===== config.mk =====
export PLATFORM = sky130hd
export DESIGN_NAME = alu_issue
export DESIGN_NICKNAME = d
export VERILOG_FILES = /design/src/rtl/alu_issue.sv
export SDC_FILE = /design/constraint.sdc
export NUM_CORES = 1
export LEC_CHECK = 0
export ABC_AREA = 0
export CAP_MARGIN = 0
export CORE_ASPECT_RATIO = 1.25
export CORE_MARGIN = 2
export CORE_UTILIZATION = 55
export CTS_CLUSTER_SIZE = 14
export DETAILED_ROUTE_END_ITERATION = 8
export GPL_TIMING_DRIVEN = 0
export PLACE_DENSITY = 0.84
export SETUP_SLACK_MARGIN = 0.5
export SLEW_MARGIN = 20
export SYNTH_ARGS = -nofsm -noshare
export SYNTH_HDL_FRONTEND = slang
export SYNTH_SLANG_ARGS = --single-unit
export TNS_END_PERCENT = 100

===== constraint.sdc =====
create_clock -name clk -period 5.9 [get_ports clk]
set_clock_uncertainty 0.2 [all_clocks]
set_input_delay 0.59 -clock clk [delete_from_list [all_inputs] [get_ports clk]]
set_output_delay 0.59 -clock clk [all_outputs]
set_load 0.05 [all_outputs]

===== src/rtl/alu_issue.sv =====
// Command-issue front end for a 4-bit combinational ALU: an in-order command FIFO
// feeding the ALU and a valid/ready result register that captures its outputs.
module alu_issue #(
  parameter int DEPTH = 4
) (
  input  logic       clk,
  input  logic       rst_n,
  input  logic       cmd_valid,
  output logic       cmd_ready,
  input  logic [2:0] cmd_op,
  input  logic [3:0] cmd_a,
  input  logic [3:0] cmd_b,
  output logic [2:0] alu_fnselec,
  output logic [3:0] alu_a,
  output logic [3:0] alu_b,
  input  logic [3:0] alu_res,
  input  logic       alu_zero,
  input  logic       alu_overflow,
  input  logic       alu_carry,
  output logic       res_valid,
  input  logic       res_ready,
  output logic [3:0] res_data,
  output logic [2:0] res_flags,
  output logic [2:0] res_op,
  output logic [2:0] fifo_count,
  output logic [7:0] op_count
);

  // Occupancy is reported on a 3-bit port, so DEPTH is limited to 2 or 4.
  localparam int AW = (DEPTH > 1) ? $clog2(DEPTH) : 1;

  typedef struct packed {
    logic [2:0] op;
    logic [3:0] a;
    logic [3:0] b;
  } cmd_t;

  cmd_t          mem [DEPTH];
  cmd_t          head;
  logic [AW-1:0] wr_ptr;
  logic [AW-1:0] rd_ptr;
  logic [2:0]    count;
  logic          push;
  logic          pop;
  logic          consume;

  // Ready is held low during reset and never looks through a same-cycle pop.
  assign cmd_ready  = (count < 3'(DEPTH)) && rst_n;
  assign push       = cmd_valid && cmd_ready;
  assign pop        = (count != 3'd0) && (!res_valid || res_ready);
  assign consume    = res_valid && res_ready;
  assign head       = mem[rd_ptr];
  assign fifo_count = count;

  assign {alu_fnselec, alu_a, alu_b} = (count != 3'd0) ? head : '0;

  // NOTE: command storage has no reset; count and pointers alone decide which
  // entries are live, so stale contents are never observed.
  always_ff @(posedge clk) begin
    if (push) mem[wr_ptr] <= '{op: cmd_op, a: cmd_a, b: cmd_b};
  end

  // NOTE: all sequential state uses non-blocking assignments so every register
  // samples pre-edge values regardless of block evaluation order.
  always_ff @(posedge clk or negedge rst_n) begin
    if (!rst_n) begin
      wr_ptr <= '0;
      rd_ptr <= '0;
      count  <= '0;
    end else begin
      if (push) wr_ptr <= wr_ptr + AW'(1);
      if (pop)  rd_ptr <= rd_ptr + AW'(1);
      count <= count + {2'b00, push} - {2'b00, pop};
    end
  end

  always_ff @(posedge clk or negedge rst_n) begin
    if (!rst_n) begin
      res_valid <= 1'b0;
      res_data  <= '0;
      res_flags <= '0;
      res_op    <= '0;
    end else if (pop) begin
      res_valid <= 1'b1;
      res_data  <= alu_res;
      res_flags <= {alu_carry, alu_overflow, alu_zero};
      res_op    <= head.op;
    end else if (consume) begin
      res_valid <= 1'b0;
    end
  end

  always_ff @(posedge clk or negedge rst_n) begin
    if (!rst_n)       op_count <= '0;
    else if (consume) op_count <= op_count + 8'd1;
  end

endmodule


==> run_summary.xml, run 1 <==
<?xml version="1.0" encoding="UTF-8"?>
<metrics>
  <group name="critical_path">
    <metric name="setup.worst_path.end_class" unit="">primary output</metric>
    <metric name="crit_fanout" unit="">10</metric>
    <metric name="timing.critical_path.from_type" unit="">flip-flop</metric>
    <metric name="critPathArrivalTime" unit="ps">2430</metric>
    <metric name="worst-setup-path-type" unit="">flip-flop to primary output</metric>
    <metric name="required" unit="ps">5110</metric>
  </group>
  <group name="synth">
    <metric name="postSynthAreaPerCell" unit="µm²">18.6</metric>
    <metric name="netlist_instances" unit="">155</metric>
    <metric name="synth_largest_type_area_fraction" unit="">0.458</metric>
    <metric name="post-synth-top-count-cell" unit="">edfxtp_1</metric>
    <metric name="flip_flop_cell_with_the_highest_count_after_synthesis" unit="">edfxtp_1</metric>
    <metric name="synth_warnings" unit="">0</metric>
    <metric name="number_of_enable_type_register_cells_in_the_synthesized_netlist" unit="">44</metric>
    <metric name="register_bit_count_reported_by_yosys" unit="">70</metric>
    <metric name="synth_area_leaders" unit="">edfxtp_1 46%, dfrtp_1 23%, mux4_2 8.6%</metric>
    <metric name="post_synth_instance_area" unit="µm²">2880</metric>
    <metric name="synth_cell_types" unit="">24</metric>
    <metric name="synthArstFlopShare" unit="">0.371</metric>
    <metric name="yosysSeqAreaShare" unit="">0.684</metric>
    <metric name="synth.largest_area_cell" unit="">edfxtp_1</metric>
    <metric name="post_synth_most_frequent_cells" unit="">44 x edfxtp_1, 26 x dfrtp_1, 11 x mux4_2, 10 x xnor2_1, 8 x nor2b_1</metric>
    <metric name="synth_nets" unit="">185</metric>
  </group>
  <group name="clock_tree">
    <metric name="clk_latency" unit="ps">330</metric>
    <metric name="clkTransAtPathRegs" unit="ps">70</metric>
    <metric name="cts_max_path_buffers" unit="">2</metric>
    <metric name="cts_tree" unit="">built</metric>
    <metric name="cts_sinks" unit="">70</metric>
    <metric name="cts.htree.levels" unit="">3</metric>
    <metric name="clockRootBuffer" unit="">clkbuf_8</metric>
    <metric name="cts-buffers-inserted" unit="">9</metric>
    <metric name="post_cts_resize_count" unit="">0</metric>
    <metric name="cts_hold_buffers" unit="">0</metric>
    <metric name="post-cts-setup-buffers" unit="">0</metric>
  </group>
  <group name="job">
    <metric name="maxCapViolations" unit="">0</metric>
  </group>
  <group name="sta">
    <metric name="worst_slew_margin_rel" unit="">0.595</metric>
    <metric name="drv_slew" unit="">0</metric>
    <metric name="worst-slew-pin-transition" unit="ps">607</metric>
    <metric name="rsz_0062_raised_after_global_routing" unit="">no</metric>
    <metric name="setup_tns" unit="ps">0</metric>
    <metric name="finalSetupViolCount" unit="">0</metric>
    <metric name="hold_viol_final" unit="">0</metric>
    <metric name="finalCritPeriodShare" unit="">0.546</metric>
    <metric name="achievable-frequency" unit="MHz">310</metric>
    <metric name="layout_min_cycle_time" unit="ps">3220</metric>
  </group>
  <group name="worst_hold_path">
    <metric name="hold_path_class" unit="">primary input to async pin</metric>
  </group>
  <group name="cells_and_area">
    <metric name="nets" unit="">251</metric>
    <metric name="fill_cells" unit="">323</metric>
    <metric name="antennaDiodeCount" unit="">0</metric>
    <metric name="multi_input_area" unit="µm²">857</metric>
    <metric name="post-route-util" unit="">0.729</metric>
    <metric name="layout-drive-gt1-share" unit="">0.217</metric>
    <metric name="layout-area-overhead-vs-synth" unit="%">28.4</metric>
    <metric name="ff_latch_area" unit="µm²">1970</metric>
  </group>
  <group name="floorplan">
    <metric name="initial_cell_density_of_the_core" unit="">0.568</metric>
    <metric name="fp.coreArea" unit="µm²">5080</metric>
    <metric name="std_cell_rows" unit="">29</metric>
    <metric name="die_area" unit="µm²">5840</metric>
    <metric name="chipHeight" unit="µm">85.0</metric>
    <metric name="horizontal_die_dimension" unit="µm">68.8</metric>
    <metric name="number_of_i_o_pins" unit="">56</metric>
  </group>
  <group name="detailed_routing">
    <metric name="dr_drc_count" unit="">0</metric>
    <metric name="drt_first_pass_iters" unit="">4</metric>
    <metric name="routed_wl" unit="µm">5580</metric>
    <metric name="drt-wirelength-per-cell" unit="µm">19.4</metric>
    <metric name="via_count" unit="">1557</metric>
    <metric name="initialDrtViolationCount" unit="">66</metric>
    <metric name="detail_route.vias_per_cell" unit="">5.41</metric>
    <metric name="ant_nets" unit="">0</metric>
  </group>
  <group name="outcome">
    <metric name="status" unit="">complete, no violations</metric>
  </group>
  <group name="power_and_ir_drop">
    <metric name="clock_power_share" unit="">0.168</metric>
    <metric name="comb_power_share" unit="">0.504</metric>
    <metric name="switching_share" unit="">0.422</metric>
    <metric name="seq_power_share" unit="">0.328</metric>
    <metric name="power.internal" unit="W">0.00127</metric>
    <metric name="power.static_leakage" unit="nW">1.42</metric>
    <metric name="irDropWorstVdd" unit="V">0.000339</metric>
    <metric name="power_switching" unit="W">0.000928</metric>
    <metric name="totalPowerFinal" unit="W">0.00220</metric>
    <metric name="power.density" unit="nW/µm²">594</metric>
  </group>
  <group name="place">
    <metric name="place_hpwl" unit="µm">4050</metric>
    <metric name="gp_routability_congestion" unit="">0.682</metric>
    <metric name="buffer_ports.inserted" unit="">55</metric>
  </group>
  <group name="global_routing">
    <metric name="via_count_of_the_first_global_routing_pass" unit="">1674</metric>
    <metric name="grt_max_degree" unit="">28</metric>
    <metric name="gr-total-overflow" unit="">0</metric>
    <metric name="wire_length_of_the_first_global_routing_pass" unit="µm">8690</metric>
    <metric name="antenna_found_initial" unit="">0</metric>
    <metric name="grt_use_total" unit="">0.218</metric>
  </group>
</metrics>
[metrics by stage]
step / hold WS (ps) / std cells / instance area (µm²) / setup slack, ps
3_5_place_dp: 270 / 272 / 3510 / 2610
5_1_grt: 69.2 / 288 / 3700 / 2560
4_1_cts: 59.5 / 288 / 3700 / 2630
2_1_floorplan: 94.4 / 155 / 2880 / 2930
3_3_place_gp: 263 / 272 / 3510 / 1910
6_report: 58.0 / 288 / 3700 / 2680
[sequential cells by signal, indices dropped and copies added, names as in the netlist]
signal and flops:
res_flags 3, wr_ptr 2, fifo_count 3, res_op 3
mem 44, res_data 4, rd_ptr 2, res_valid 1
op_count 8
[area by class of cell]
| cell class | count | area share |
|---|---|---|
| Multi-Input combinational cell | 75 | 0.231 |
| Timing Repair Buffer | 55 | 0.147 |
| Clock inverter | 2 | 0.00304 |
| Buffer | 4 | 0.00879 |
| Tap cell | 62 | 0.0210 |
| Clock buffer | 14 | 0.0497 |
| Inverter | 6 | 0.00608 |
| Sequential cell | 70 | 0.533 |
[cells by family (layout without fill, tap and decap cells)]
family / after synthesis / after routing / share of synthesized area
flip-flops: 70 / 70 / 0.684
AND/OR/NAND/NOR: 32 / 32 / 0.0829
multiplexers: 23 / 23 / 0.141
XOR/XNOR: 12 / 12 / 0.0364
buffers and inverters: 10 / 81 / 0.0191
adder cells (fa/ha/maj): 8 / 8 / 0.0373
[final timing paths]
path | start | end | slack (ps) | depth (start not counted)
max in group asynchronous | rst_n | res_data[2] | 5050 | 1
worst min register to register | op_count[7] | op_count[7] | 270 | 1
worst max register to register | fifo_count[1] | fifo_count[2] | 3340 | 10
worst max-delay path | rd_ptr[0] | alu_b[0] | 2680 | 4
worst min-delay path | rst_n | res_op[0] | 60 | 1
min in group clk | op_count[7] | op_count[7] | 270 | 1
[worst max-delay path: stages (launching register included)]
cell             delay [ps]
dfrtp_1                 500
buf_6                   230
mux4_2                  500
nor2b_1                 150
clkdlybuf4s50_1         720
[power by group through the flow]
| stage | registers, W | clock network [W] | logic, W |
|---|---|---|---|
| 3_5_place_dp | 0.000734 | 0 | 0.00112 |
| 6_report | 0.000721 | 0.000370 | 0.00111 |
| 2_1_floorplan | 0.000936 | 0 | 0.000555 |
| 4_1_cts | 0.000723 | 0.000375 | 0.00112 |
| 3_3_place_gp | 0.000717 | 0 | 0.00108 |
| 5_1_grt | 0.000737 | 0.000399 | 0.00116 |
[routing by layer]
metal,GRT usage,vias to the layer above,part of all wire
met5,0,-,0
met4,0.0838,0,0.018
met3,0.0729,9,0.042
met2,0.383,47,0.56
met1,0.236,791,0.38
li1,-,710,-
[layout by cell type, fill, tap and decap left out, types with 4 or more instances in the layout]
cell / n
edfxtp_1: 44
inv_1: 6
mux4_2: 11
and3_1: 6
mux2_2: 6
nor2b_4: 4
nor2b_1: 8
xnor2_1: 10
dfrtp_1: 26
ha_1: 7
clkbuf_8: 11
clkdlybuf4s50_1: 54
mux2_4: 6
No activity file was read; power rests on OpenSTA's default activity.
==> inputs of run 2 (changes only) <==
CORE_UTILIZATION = 46   (was 55)
PLACE_DENSITY = 0.75   (was 0.84)
clock period = 2.88 ns   (was 5.9 ns; I/O delays follow)
==> run_summary.xml, run 2 (synthesized netlist as in run 1, its figures left out) <==
<?xml version="1.0" encoding="UTF-8"?>
<metrics>
  <group name="detailed_routing">
    <metric name="initialDrtViolationCount" unit="">86</metric>
    <metric name="drt-wirelength-per-cell" unit="µm">15.8</metric>
    <metric name="via_count" unit="">1574</metric>
    <metric name="detail_route.vias_per_cell" unit="">4.92</metric>
    <metric name="routed_wl" unit="µm">5050</metric>
    <metric name="met1Wirelength" unit="µm">2170</metric>
    <metric name="drt_first_pass_iters" unit="">4</metric>
    <metric name="ant_nets" unit="">0</metric>
    <metric name="routed-wl-met3" unit="µm">219</metric>
    <metric name="dr_drc_count" unit="">0</metric>
    <metric name="top_layer_used" unit="">met4</metric>
    <metric name="met2_wirelength" unit="µm">2550</metric>
  </group>
  <group name="sta">
    <metric name="setup_tns" unit="ps">0</metric>
    <metric name="worst-slew-pin-transition" unit="ps">611</metric>
    <metric name="postLayoutSetupSlackWorst" unit="ps">563</metric>
    <metric name="rsz_0062_raised_after_global_routing" unit="">no</metric>
    <metric name="layout_min_cycle_time" unit="ps">2320</metric>
    <metric name="finalSetupViolCount" unit="">0</metric>
    <metric name="finalCritPeriodShare" unit="">0.804</metric>
    <metric name="worst_slew_margin_rel" unit="">0.593</metric>
    <metric name="drv_slew" unit="">0</metric>
    <metric name="achievable-frequency" unit="MHz">432</metric>
    <metric name="hold_viol_final" unit="">0</metric>
  </group>
  <group name="outcome">
    <metric name="status" unit="">complete, no violations</metric>
  </group>
  <group name="critical_path">
    <metric name="regToRegEndpoint" unit="">fifo_count[2]</metric>
    <metric name="regToRegSetupSlack" unit="ps">560</metric>
    <metric name="slowest_stage_cell_on_the_critical_path" unit="">mux4_2</metric>
    <metric name="critical_path_cell_by_cell" unit="">buf_8 &gt; mux4_2 &gt; nor2b_1 &gt; buf_2</metric>
    <metric name="worst-setup-path-type" unit="">flip-flop to primary output</metric>
    <metric name="required" unit="ps">2390</metric>
    <metric name="setup.worst_path.end_class" unit="">primary output</metric>
    <metric name="cpPeakStageDelay" unit="ps">510</metric>
    <metric name="timing.reg2reg.worst_path_depth" unit="">10</metric>
    <metric name="crit_fanout" unit="">10</metric>
    <metric name="critPathArrivalTime" unit="ps">1830</metric>
    <metric name="worstReg2RegStart" unit="">fifo_count[2]</metric>
    <metric name="timing.critical_path.from_type" unit="">flip-flop</metric>
  </group>
  <group name="power_and_ir_drop">
    <metric name="totalPowerFinal" unit="W">0.00453</metric>
    <metric name="comb_power_share" unit="">0.508</metric>
    <metric name="power.static_leakage" unit="nW">1.49</metric>
    <metric name="clock_power_share" unit="">0.167</metric>
    <metric name="power.internal" unit="W">0.00261</metric>
    <metric name="seq_power_share" unit="">0.325</metric>
    <metric name="power.density" unit="nW/µm²">1180</metric>
    <metric name="power_switching" unit="W">0.00192</metric>
    <metric name="irDropWorstVdd" unit="V">0.000544</metric>
    <metric name="switching_share" unit="">0.424</metric>
  </group>
  <group name="cells_and_area">
    <metric name="antennaDiodeCount" unit="">0</metric>
    <metric name="regMostFlops" unit="">mem</metric>
    <metric name="layout-drive-gt1-share" unit="">0.332</metric>
    <metric name="fin_cells" unit="">320</metric>
    <metric name="nets" unit="">260</metric>
    <metric name="layout-area-overhead-vs-synth" unit="%">32.9</metric>
    <metric name="mostFrequentLayoutCell" unit="">edfxtp_1</metric>
    <metric name="largest_register_ff_count" unit="">44</metric>
    <metric name="most-common-layout-cells" unit="">44 x edfxtp_1, 42 x clkdlybuf4s50_1, 23 x dfrtp_1</metric>
    <metric name="ff_latch_area" unit="µm²">1980</metric>
    <metric name="multi_input_area" unit="µm²">900</metric>
    <metric name="reg_top3" unit="">mem: 44 flops, op_count: 8 flops, res_data: 4 flops</metric>
    <metric name="fill_cells" unit="">458</metric>
  </group>
  <group name="clock_tree">
    <metric name="cts_max_path_buffers" unit="">2</metric>
    <metric name="cts-buffers-inserted" unit="">9</metric>
    <metric name="cts.htree.levels" unit="">3</metric>
    <metric name="cts_sinks" unit="">70</metric>
    <metric name="cts_tree" unit="">built</metric>
    <metric name="clockRootBuffer" unit="">clkbuf_8</metric>
    <metric name="clk_latency" unit="ps">340</metric>
    <metric name="clkTransAtPathRegs" unit="ps">80</metric>
  </group>
  <group name="floorplan">
    <metric name="initial_cell_density_of_the_core" unit="">0.471</metric>
    <metric name="die_area" unit="µm²">6920</metric>
    <metric name="number_of_i_o_pins" unit="">56</metric>
    <metric name="std_cell_rows" unit="">32</metric>
    <metric name="fp.coreArea" unit="µm²">6130</metric>
    <metric name="chipHeight" unit="µm">92.5</metric>
    <metric name="horizontal_die_dimension" unit="µm">74.8</metric>
  </group>
  <group name="global_routing">
    <metric name="wire_length_of_the_first_global_routing_pass" unit="µm">8050</metric>
    <metric name="grt_use_total" unit="">0.162</metric>
    <metric name="grt_max_degree" unit="">27</metric>
    <metric name="antenna_found_initial" unit="">0</metric>
    <metric name="gr-total-overflow" unit="">0</metric>
    <metric name="via_count_of_the_first_global_routing_pass" unit="">1667</metric>
  </group>
  <group name="place">
    <metric name="gp_routability_congestion" unit="">0.730</metric>
    <metric name="placed_cell_count" unit="">295</metric>
    <metric name="place_hpwl" unit="µm">3250</metric>
    <metric name="place_worst_setup_slack" unit="ps">57.0</metric>
    <metric name="buffer_ports.inserted" unit="">55</metric>
  </group>
  <group name="worst_hold_path">
    <metric name="hold_path_class" unit="">flip-flop to flip-flop</metric>
    <metric name="worst_hold_startpoint" unit="">op_count[7]</metric>
    <metric name="worst_hold_path.num_cells" unit="">1</metric>
    <metric name="hold-path-endpoint" unit="">op_count[7]</metric>
  </group>
  <group name="job">
    <metric name="maxCapViolations" unit="">0</metric>
  </group>
</metrics>
## run 2: worst max path at each step
stage,start,to,depth (start not counted)
2_1_floorplan,fifo_count[2],fifo_count[2],10
3_3_place_gp,rst_n,fifo_count[2],11
3_5_place_dp,res_ready,fifo_count[2],11
4_1_cts,fifo_count[2],alu_fnselec[1],4
5_1_grt,fifo_count[2],fifo_count[2],10
6_report,rd_ptr[0],alu_a[0],4
## run 2: power by group through the flow
stage / Clock, W / Sequential [W] / Combinational, W
3_5_place_dp: 0 / 0.00150 / 0.00231
2_1_floorplan: 0 / 0.00193 / 0.00118
4_1_cts: 0.000769 / 0.00148 / 0.00229
3_3_place_gp: 0 / 0.00150 / 0.00229
5_1_grt: 0.000806 / 0.00150 / 0.00244
6_report: 0.000755 / 0.00147 / 0.00230
## run 2: per-layer routing
layer,vias to the layer above,GRT usage
li1,722,-
met1,781,0.201
met2,60,0.263
met3,11,0.0305
met4,0,0.0848
met5,-,0
## run 2: what timing repair did
action	4_1_cts	5_1_grt
hold buffers	2	0
buffers inserted	4	3
endpoints found under the hold margin	26	0
endpoints found under the setup margin	13	12
pin swaps	5	1
resized for setup	51	7
## run 2: layout make-up
class | instances | share of cell area
Buffer | 4 | 0.0140
Clock buffer | 9 | 0.0323
Clock inverter | 7 | 0.0170
Inverter | 6 | 0.00587
Multi-Input combinational cell | 75 | 0.235
Sequential cell | 70 | 0.516
Tap cell | 85 | 0.0277
Timing Repair Buffer | 64 | 0.152
## run 2: through the flow
step           utilization  instance area, µm²  hold WS, ps
6_report             0.626                3830          276
3_3_place_gp         0.586                3590          261
2_1_floorplan            -                2930         -208
5_1_grt              0.626                3830          297
4_1_cts              0.622                3810          285
3_5_place_dp         0.585                3580          128
## run 2: worst max-delay path: cells and delay by family, from the launching register on
family | cells | cell delay [ps]
mux | 1 | 510
flops | 1 | 420
buf+inv | 2 | 390
simple gates | 1 | 160
